[src/rtl/alu_pkg.sv]
// Shared definitions for the arbitrated ALU: widths, flag bit positions, opcodes, FSM states.
package alu_pkg;
  localparam int DATA_W = 8;
  localparam int OP_W   = 3;
  localparam int FLAG_W = 4;

  localparam int FLAG_C = 0;
  localparam int FLAG_Z = 1;
  localparam int FLAG_N = 2;
  localparam int FLAG_V = 3;

  typedef enum logic [OP_W-1:0] {
    OP_ADD = 3'd0,
    OP_SUB = 3'd1,
    OP_AND = 3'd2,
    OP_OR  = 3'd3,
    OP_XOR = 3'd4,
    OP_NOT = 3'd5,
    OP_SHL = 3'd6,
    OP_SHR = 3'd7
  } op_t;

  typedef enum logic [1:0] {
    ST_IDLE = 2'd0,
    ST_EXEC = 2'd1,
    ST_RESP = 2'd2
  } state_t;
endpackage

[src/rtl/alu_8bit.sv]
// Combinational 8-bit ALU; flags are {overflow, neg, zero, carry}, carry is borrow for SUB.
module alu_8bit
  import alu_pkg::*;
(
  input  logic [DATA_W-1:0] a,
  input  logic [DATA_W-1:0] b,
  input  logic [OP_W-1:0]   sel,
  output logic [DATA_W-1:0] result,
  output logic [FLAG_W-1:0] flags
);
  logic [DATA_W:0]        wide;
  logic signed [DATA_W:0] swide;
  logic                   carry;
  logic                   ovf;

  always_comb begin
    wide   = '0;
    swide  = '0;
    result = '0;
    carry  = 1'b0;
    ovf    = 1'b0;
    case (sel)
      OP_ADD: begin
        wide   = {1'b0, a} + {1'b0, b};
        swide  = $signed({a[DATA_W-1], a}) + $signed({b[DATA_W-1], b});
        result = wide[DATA_W-1:0];
        carry  = wide[DATA_W];
        ovf    = swide[DATA_W] ^ swide[DATA_W-1];
      end
      OP_SUB: begin
        wide   = {1'b0, a} - {1'b0, b};
        swide  = $signed({a[DATA_W-1], a}) - $signed({b[DATA_W-1], b});
        result = wide[DATA_W-1:0];
        carry  = wide[DATA_W];
        ovf    = swide[DATA_W] ^ swide[DATA_W-1];
      end
      OP_AND: result = a & b;
      OP_OR:  result = a | b;
      OP_XOR: result = a ^ b;
      OP_NOT: result = ~a;
      OP_SHL: begin
        result = {a[DATA_W-2:0], 1'b0};
        carry  = a[DATA_W-1];
      end
      OP_SHR: begin
        result = {1'b0, a[DATA_W-1:1]};
        carry  = a[0];
      end
      default: ;
    endcase
    flags         = '0;
    flags[FLAG_C] = carry;
    flags[FLAG_Z] = (result == '0);
    flags[FLAG_N] = result[DATA_W-1];
    flags[FLAG_V] = ovf;
  end
endmodule

[src/rtl/alu_arbiter.sv]
// Two-requester front end sharing one alu_8bit: accept -> execute -> hold response until taken.
// Define ALU_ARB_ACC_EN to give each requester an accumulator usable as operand A.
module alu_arbiter
  import alu_pkg::*;
#(
  parameter int RR = 1
) (
  input  logic                clk,
  input  logic                rst,
  input  logic                req0_valid,
  output logic                req0_ready,
  input  logic [DATA_W-1:0]   req0_a,
  input  logic [DATA_W-1:0]   req0_b,
  input  logic [OP_W-1:0]     req0_sel,
  input  logic                req0_acc,
  input  logic                req1_valid,
  output logic                req1_ready,
  input  logic [DATA_W-1:0]   req1_a,
  input  logic [DATA_W-1:0]   req1_b,
  input  logic [OP_W-1:0]     req1_sel,
  input  logic                req1_acc,
  output logic                rsp_valid,
  input  logic                rsp_ready,
  output logic                rsp_id,
  output logic [DATA_W-1:0]   rsp_result,
  output logic [FLAG_W-1:0]   rsp_flags
);
  state_t              state;
  state_t              state_next;
  logic                ptr;
  logic                gnt_id;
  logic                gnt_any;
  logic                accept;
  logic [DATA_W-1:0]   a0_eff;
  logic [DATA_W-1:0]   a1_eff;
  logic [DATA_W-1:0]   op_a;
  logic [DATA_W-1:0]   op_b;
  logic [OP_W-1:0]     op_sel;
  logic                op_id;
  logic [DATA_W-1:0]   alu_result;
  logic [FLAG_W-1:0]   alu_flags;

  // Grant: a lone requester always wins; on contention the pointer (or requester 0) decides.
  always_comb begin
    gnt_any = req0_valid | req1_valid;
    gnt_id  = !req0_valid;
    if (req0_valid && req1_valid)
      gnt_id = (RR != 0) ? ptr : 1'b0;
  end

  assign accept     = (state == ST_IDLE) && gnt_any && !rst;
  assign req0_ready = accept && !gnt_id;
  assign req1_ready = accept && gnt_id;
  assign rsp_valid  = (state == ST_RESP);

`ifdef ALU_ARB_ACC_EN
  logic [DATA_W-1:0] acc0;
  logic [DATA_W-1:0] acc1;

  always_ff @(posedge clk or posedge rst) begin
    if (rst) begin
      acc0 <= '0;
      acc1 <= '0;
    end else if (rsp_valid && rsp_ready) begin
      if (rsp_id) acc1 <= rsp_result;
      else        acc0 <= rsp_result;
    end
  end

  assign a0_eff = req0_acc ? acc0 : req0_a;
  assign a1_eff = req1_acc ? acc1 : req1_a;
`else
  logic unused_acc;
  assign unused_acc = req0_acc ^ req1_acc;
  assign a0_eff     = req0_a;
  assign a1_eff     = req1_a;
`endif

  always_ff @(posedge clk or posedge rst) begin
    if (rst) state <= ST_IDLE;
    else     state <= state_next;
  end

  always_comb begin
    state_next = state;
    case (state)
      ST_IDLE: if (gnt_any)   state_next = ST_EXEC;
      ST_EXEC:                state_next = ST_RESP;
      ST_RESP: if (rsp_ready) state_next = ST_IDLE;
      default:                state_next = ST_IDLE;
    endcase
  end

  // Operand capture happens only in the accept cycle, so later input changes cannot leak in.
  always_ff @(posedge clk or posedge rst) begin
    if (rst) begin
      ptr    <= 1'b0;
      op_a   <= '0;
      op_b   <= '0;
      op_sel <= '0;
      op_id  <= 1'b0;
    end else if (accept) begin
      ptr    <= ~gnt_id;
      op_a   <= gnt_id ? a1_eff : a0_eff;
      op_b   <= gnt_id ? req1_b : req0_b;
      op_sel <= gnt_id ? req1_sel : req0_sel;
      op_id  <= gnt_id;
    end
  end

  alu_8bit u_alu (
    .a      (op_a),
    .b      (op_b),
    .sel    (op_sel),
    .result (alu_result),
    .flags  (alu_flags)
  );

  always_ff @(posedge clk or posedge rst) begin
    if (rst) begin
      rsp_id     <= 1'b0;
      rsp_result <= '0;
      rsp_flags  <= '0;
    end else if (state == ST_EXEC) begin
      rsp_id     <= op_id;
      rsp_result <= alu_result;
      rsp_flags  <= alu_flags;
    end
  end
endmodule
[config.mk]
export PLATFORM = sky130hd
export DESIGN_NAME = alu_arbiter
export DESIGN_NICKNAME = d
export VERILOG_FILES = /design/src/rtl/alu_pkg.sv /design/src/rtl/alu_8bit.sv /design/src/rtl/alu_arbiter.sv
export SDC_FILE = /design/constraint.sdc
export NUM_CORES = 1
export LEC_CHECK = 0
export ABC_CLOCK_PERIOD_IN_PS = 2700
export CAP_MARGIN = 20
export CORE_MARGIN = 8
export CORE_UTILIZATION = 45
export DETAILED_ROUTE_END_ITERATION = 10
export PLACE_DENSITY = 0.82
export SYNTH_ARGS = -nofsm -noshare
export SYNTH_HDL_FRONTEND = slang
export SYNTH_SLANG_ARGS = --single-unit
[constraint.sdc]
create_clock -name clk -period 2.7 [get_ports clk]
set_clock_uncertainty 0.05 [all_clocks]
set_input_delay 0.27 -clock clk [delete_from_list [all_inputs] [get_ports clk]]
set_output_delay 0.27 -clock clk [all_outputs]
set_load 0.02 [all_outputs]
Word-level counts from Yosys, hierarchy flattened. Index checks and enable logic that the tools add are counted.

Reductions and logical operators: 12. Muxes and demuxes: 10. Eq/ne operators: 11. $add $sub $neg: 4. Bitwise gates (word level): 8.

Operators with widths (count): case mux 8 bit (8 select lines) (1); adder 8 x 8 -> 9 bit (2); subtractor 8 x 8 -> 9 bit (2); two-way mux 8 bit (2); equality test 3 bit, second input constant (4); AND 8 bit (1); zero test 8 bit (1); inverter 8 bit (1); OR 8 bit (1); bitwise XOR 8 bit (1); equality test 3 x 2 -> 1 bit, second input constant (2); case mux 2 bit (3 select lines) (1); logical AND 1 bit (5); two-way mux 2 bit (2); case mux 1 bit (4 select lines) (1); equality test 3 x 1 -> 1 bit, second input constant (1); zero test 1 bit (3); zero test 3 bit (1); two-way mux 3 bit (1); equality test 2 x 1 -> 1 bit, second input constant (1); equality test 2 bit, second input constant (1); zero test 2 bit (1); inequality test 2 x 1 -> 1 bit, second input constant (1); inequality test 2 bit, second input constant (1); 6 further kinds (7).

Register bits: 36. Word-level logic and storage cells: 54. Bits of input ports: 45. Output and inout bits: 16.

Depth between registers and ports, before layout.
Depth in word-level cells: 4. Mapped depth: 10. Gate-level depth less buffers: 10.

By module. From an unflattened synthesis, not the netlist that was laid out.

Cells, all modules: 328. Area, all modules: 3056.7 um^2.

By module, submodules not included: alu_arbiter (times used 1, seq. area each 900.9 um^2, cells each 116, area each 1532.7 um^2); alu_8bit (times used 1, seq. area each 0.0 um^2, cells each 212, area each 1524.0 um^2).

Worst setup path after synthesis. OpenSTA, ideal clock, no wires.

Kind: register -> register. From: register op_a[0]. To: register rsp_flags[0]. Arrival: 2.242 ns. Library setup time: 0.065 ns. Slack: 0.343 ns. Stages on the path, launching flop included: 11. Clock period less this slack: 2.357 ns. Path buffers: 0. Data required time: 2.585 ns. Cell sequence: dfrtp_1 -> inv_1 -> ha_1 -> inv_1 -> fa_1 -> nand2b_1 -> a221oi_1 -> o31ai_1 -> o31ai_1 -> a2111oi_0 -> o22a_1.

Cells in the longest elaborated chain, start to end: 2. Elaborated cells between the ends (all ways): 3. Those cells by class: 2 x add/sub; 1 x mux.

Ends and longest elaborated chain: from (decl) (RTL line alu_arbiter.sv:36) `logic [DATA_W-1:0] op_a;`; from (signal assigned) (RTL line alu_arbiter.sv:104) `op_a <= gnt_id ? a1_eff : a0_eff;`; subtractor 8 x 8 -> 9 bit / adder 8 x 8 -> 9 bit (equally long branches) (RTL line alu_8bit.sv:31, alu_8bit.sv:24); case mux 1 bit (4 select lines) (*) (RTL line alu_8bit.sv:22) `case (sel)`; to (signal assigned) (RTL line alu_arbiter.sv:127) `rsp_flags <= alu_flags;`; to (decl) (RTL line alu_arbiter.sv:26) `output logic [FLAG_W-1:0] rsp_flags`.

Every way passes the cells marked *; elsewhere a longest branch is shown, timed or not. A chain may end at the register's enable or synchronous reset.

Final worst setup path.
From: register op_a[0]. To: register rsp_flags[1].

Cells in the longest elaborated chain, start to end: 3. Elaborated cells between the ends (all ways): 8. Those cells by class: 2 x add/sub; 1 x mux; 4 x bitwise; 1 x reduce/logical.

Ends and longest elaborated chain: subtractor 8 x 8 -> 9 bit (tied with other cells) (RTL line alu_8bit.sv:31) `wide = {1'b0, a} - {1'b0, b};`; case mux 8 bit (8 select lines) (*) (RTL line alu_8bit.sv:22); zero test 8 bit (*) (RTL line alu_8bit.sv:53) `flags[FLAG_Z] = (result == '0);`.

Marks and branches as above.

==> flow_summary.json <==
{
  "fin_crit_ns": 2.55,
  "cellPowerDensity_nw_per_um2": 1370,
  "tightestPinTransition_ns": 0.751,
  "setup_slack_ns": 0.145,
  "cts_num_sinks": 35,
  "io-pin-count": 61,
  "multi_input_area_um2": 1910,
  "dp_slack_ns": 0.0717,
  "cts_tree": "done",
  "end_kind": "flip-flop",
  "numCtsBuffers": 5,
  "fmax_ghz": 0.391,
  "period_share_pct": 94.6,
  "drt_wl_total_um": 8190,
  "drive_gt1_share_pct": 9.38,
  "cts-root-buf": "clkbuf_8",
  "vias": 2760,
  "crit_end": "rsp_flags[1]",
  "setup.worst_path.start": "op_a[0]",
  "grt-ovfl-total": 0,
  "core_um2": 6350,
  "arrival_ns": 2.75,
  "yosys_warnings": 0,
  "netlist_instances": 344,
  "setup_viol": 0,
  "grt_max_degree": 40,
  "p_leak_nw": 1.74,
  "start_util_pct": 46.5,
  "num_rows": 29,
  "cts.reportedPaths.clkPinSlew_ns": 0.09,
  "startpoint_type": "flip-flop",
  "async_flop_share_pct": 100,
  "synth_cell_type_count": 63,
  "ctsHoldBuffers": 0,
  "cp.required_ns": 2.89,
  "syn_to_final_growth_pct": 28.5,
  "yosys_register_bits": 35,
  "syn_avg_cell_area_um2": 8.58,
  "synth_nets": 415,
  "diodes": 0,
  "ys_seq_area_share_pct": 29.7,
  "layout_commonest_cell": "clkdlybuf4s50_1",
  "vdd_drop_max_uv": 577,
  "via_per_inst": 5.73,
  "synth_top_area_share_pct": 29.7,
  "hp-class": "primary input to async pin",
  "nFillCells": 545,
  "ff2ff_path_depth": 8,
  "antenna_found_initial": 0,
  "dieArea_um2": 9410,
  "portBuffers": 58,
  "critPathMaxFanout": 6,
  "place_area_um2": 3660,
  "post_cts_buffers": 0,
  "dieWidth_um": 97.0,
  "dpl.hpwl_um": 6390,
  "synth_ff_type": "dfrtp_1",
  "wl_per_cell_um": 17.0,
  "r2r_slack_ns": 0.15,
  "cts_max_path_buffers": 2,
  "max_cap_violations": 0,
  "final_nets": 475,
  "r2r-start": "op_a[0]",
  "place_congestion": 0.954,
  "grt_first_pass_wirelength_um": 14000,
  "path_class": "flip-flop to flip-flop",
  "fin_area_um2": 3790,
  "seqCellArea_um2": 877,
  "rsz0062_at_grt": "false",
  "die_y_um": 97.0,
  "synth_edf_count": 0,
  "drt.antenna.violating_nets": 0,
  "synth_area_um2": 2950,
  "clkLatencyLatePin_ns": 0.30,
  "maxSlewViolCount": 0,
  "firstDrtPassIters": 5,
  "slew_headroom_pct": 49.9,
  "yosys.area.top_type": "dfrtp_1",
  "grt_pass1_vias": 2921,
  "hold_viol": 0,
  "layout_common_cells": "clkdlybuf4s50_1, dfrtp_1, nor2_1",
  "dr.first_iter.drc_count": 149,
  "grt_use_total_pct": 17.5,
  "outcome": "finished clean",
  "reg2reg_to": "rsp_flags[1]",
  "synth_area_leaders": "dfrtp_1, ha_1, mux2i_1, a21oi_1, nor2_1",
  "fin_setup_tns_ns": 0,
  "drcViolationCount": 0,
  "h-tree-depth": 2
}
==> critical path: stages (launching register included) <==
cell and delay [ns]:
dfrtp_2 0.44, ha_1 0.25, fa_1 0.40, nor2b_1 0.16, xnor2_1 0.16, mux4_2 0.50, nor3b_2 0.18, o211a_1 0.19
a41o_1 0.17
==> synth_stat cells, drive strengths merged, types with 2 or more instances <==
cell type and instances:
a221oi 4, inv 25, o22a 2, mux2 2, o21a 2, xor2 2, a211o 2, nand3 3
o21ai 14, dfrtp 35, o211a 2, a21o 6, and2 4, o221ai 2, a2bb2oi 2, mux2i 25
a32oi 2, o22ai 6, nor2b 13, nor3b 3, xnor2 2, or2b 2, a211oi 3, a311o 2
ha 24, and3 2, a21oi 30, o31ai 5, or2 2, clkbuf 11, nor2 33, nor3 6
fa 2, nand2 20, or3b 2, nand2b 13, buf 10
==> layout make-up <==
cell class	instances	share of cell area (%)
clock buffer	5	1.81
multi-input combinational	263	50.4
clock inverter	3	1.15
inverter	25	2.47
sequential	35	23.1
timing repair buffer	74	18.5
tap	77	2.54
==> worst min-delay path by stage <==
stage,cells after the start,to,startpoint,slack [ns]
2_1_floorplan,1,state[1],rsp_ready,0.33
3_3_place_gp,2,rsp_id,rsp_id,0.41
3_5_place_dp,2,rsp_id,rsp_id,0.42
4_1_cts,3,state[1],rst,0.39
5_1_grt,3,state[1],rst,0.42
6_report,3,state[1],rst,0.38
==> metal layers <==
metal,global-route usage (%),share of wire (%)
met5,0,0
met4,6.39,2.8
met1,21.1,42
met2,29.5,48
met3,4.20,6.9
==> cell families (layout without fill, tap and decap cells) <==
family	count (synthesis)	count (layout)	synth area share, %
flops	35	35	29.7
xor+xnor	4	4	1.19
buf+inv	46	107	6.53
mux	28	28	10.0
fa+ha+maj	26	26	11.5
simple gates	107	107	18.4
compound gates	98	98	22.6
==> what timing repair did <==
item / 4_1_cts / 5_1_grt
endpoints found under the hold margin: 0 / 0
gates resized for setup: 0 / 6
endpoints found under the setup margin: 0 / 3
==> per-stage QoR <==
step / hold slack (ns) / total power [W] / std cells / util [%]
6_report: 0.375 / 0.00519 / 482 / 59.7
5_1_grt: 0.422 / 0.00562 / 482 / 59.7
4_1_cts: 0.393 / 0.00510 / 482 / 59.4
3_5_place_dp: 0.419 / 0.00459 / 474 / 57.6
3_3_place_gp: 0.413 / 0.00446 / 474 / 57.6
2_1_floorplan: 0.328 / 0.00351 / 344 / -
==> where the power goes <==
group | internal [W] | switching [W] | total [W]
registers | 0.000778 | 0.000325 | 0.00110
clock network | 0.000275 | 0.000215 | 0.000490
logic | 0.00161 | 0.00199 | 0.00360
==> state kept, by name, indices dropped and copies added, names as in the netlist <==
| signal | flops |
|---|---|
| op_sel | 3 |
| rsp_flags | 4 |
| op_b | 8 |
| op_a | 8 |
| state | 2 |
| ptr | 1 |
| rsp_result | 7 |
| op_id | 1 |
| rsp_id | 1 |
No activity file was read; power rests on OpenSTA's default activity.
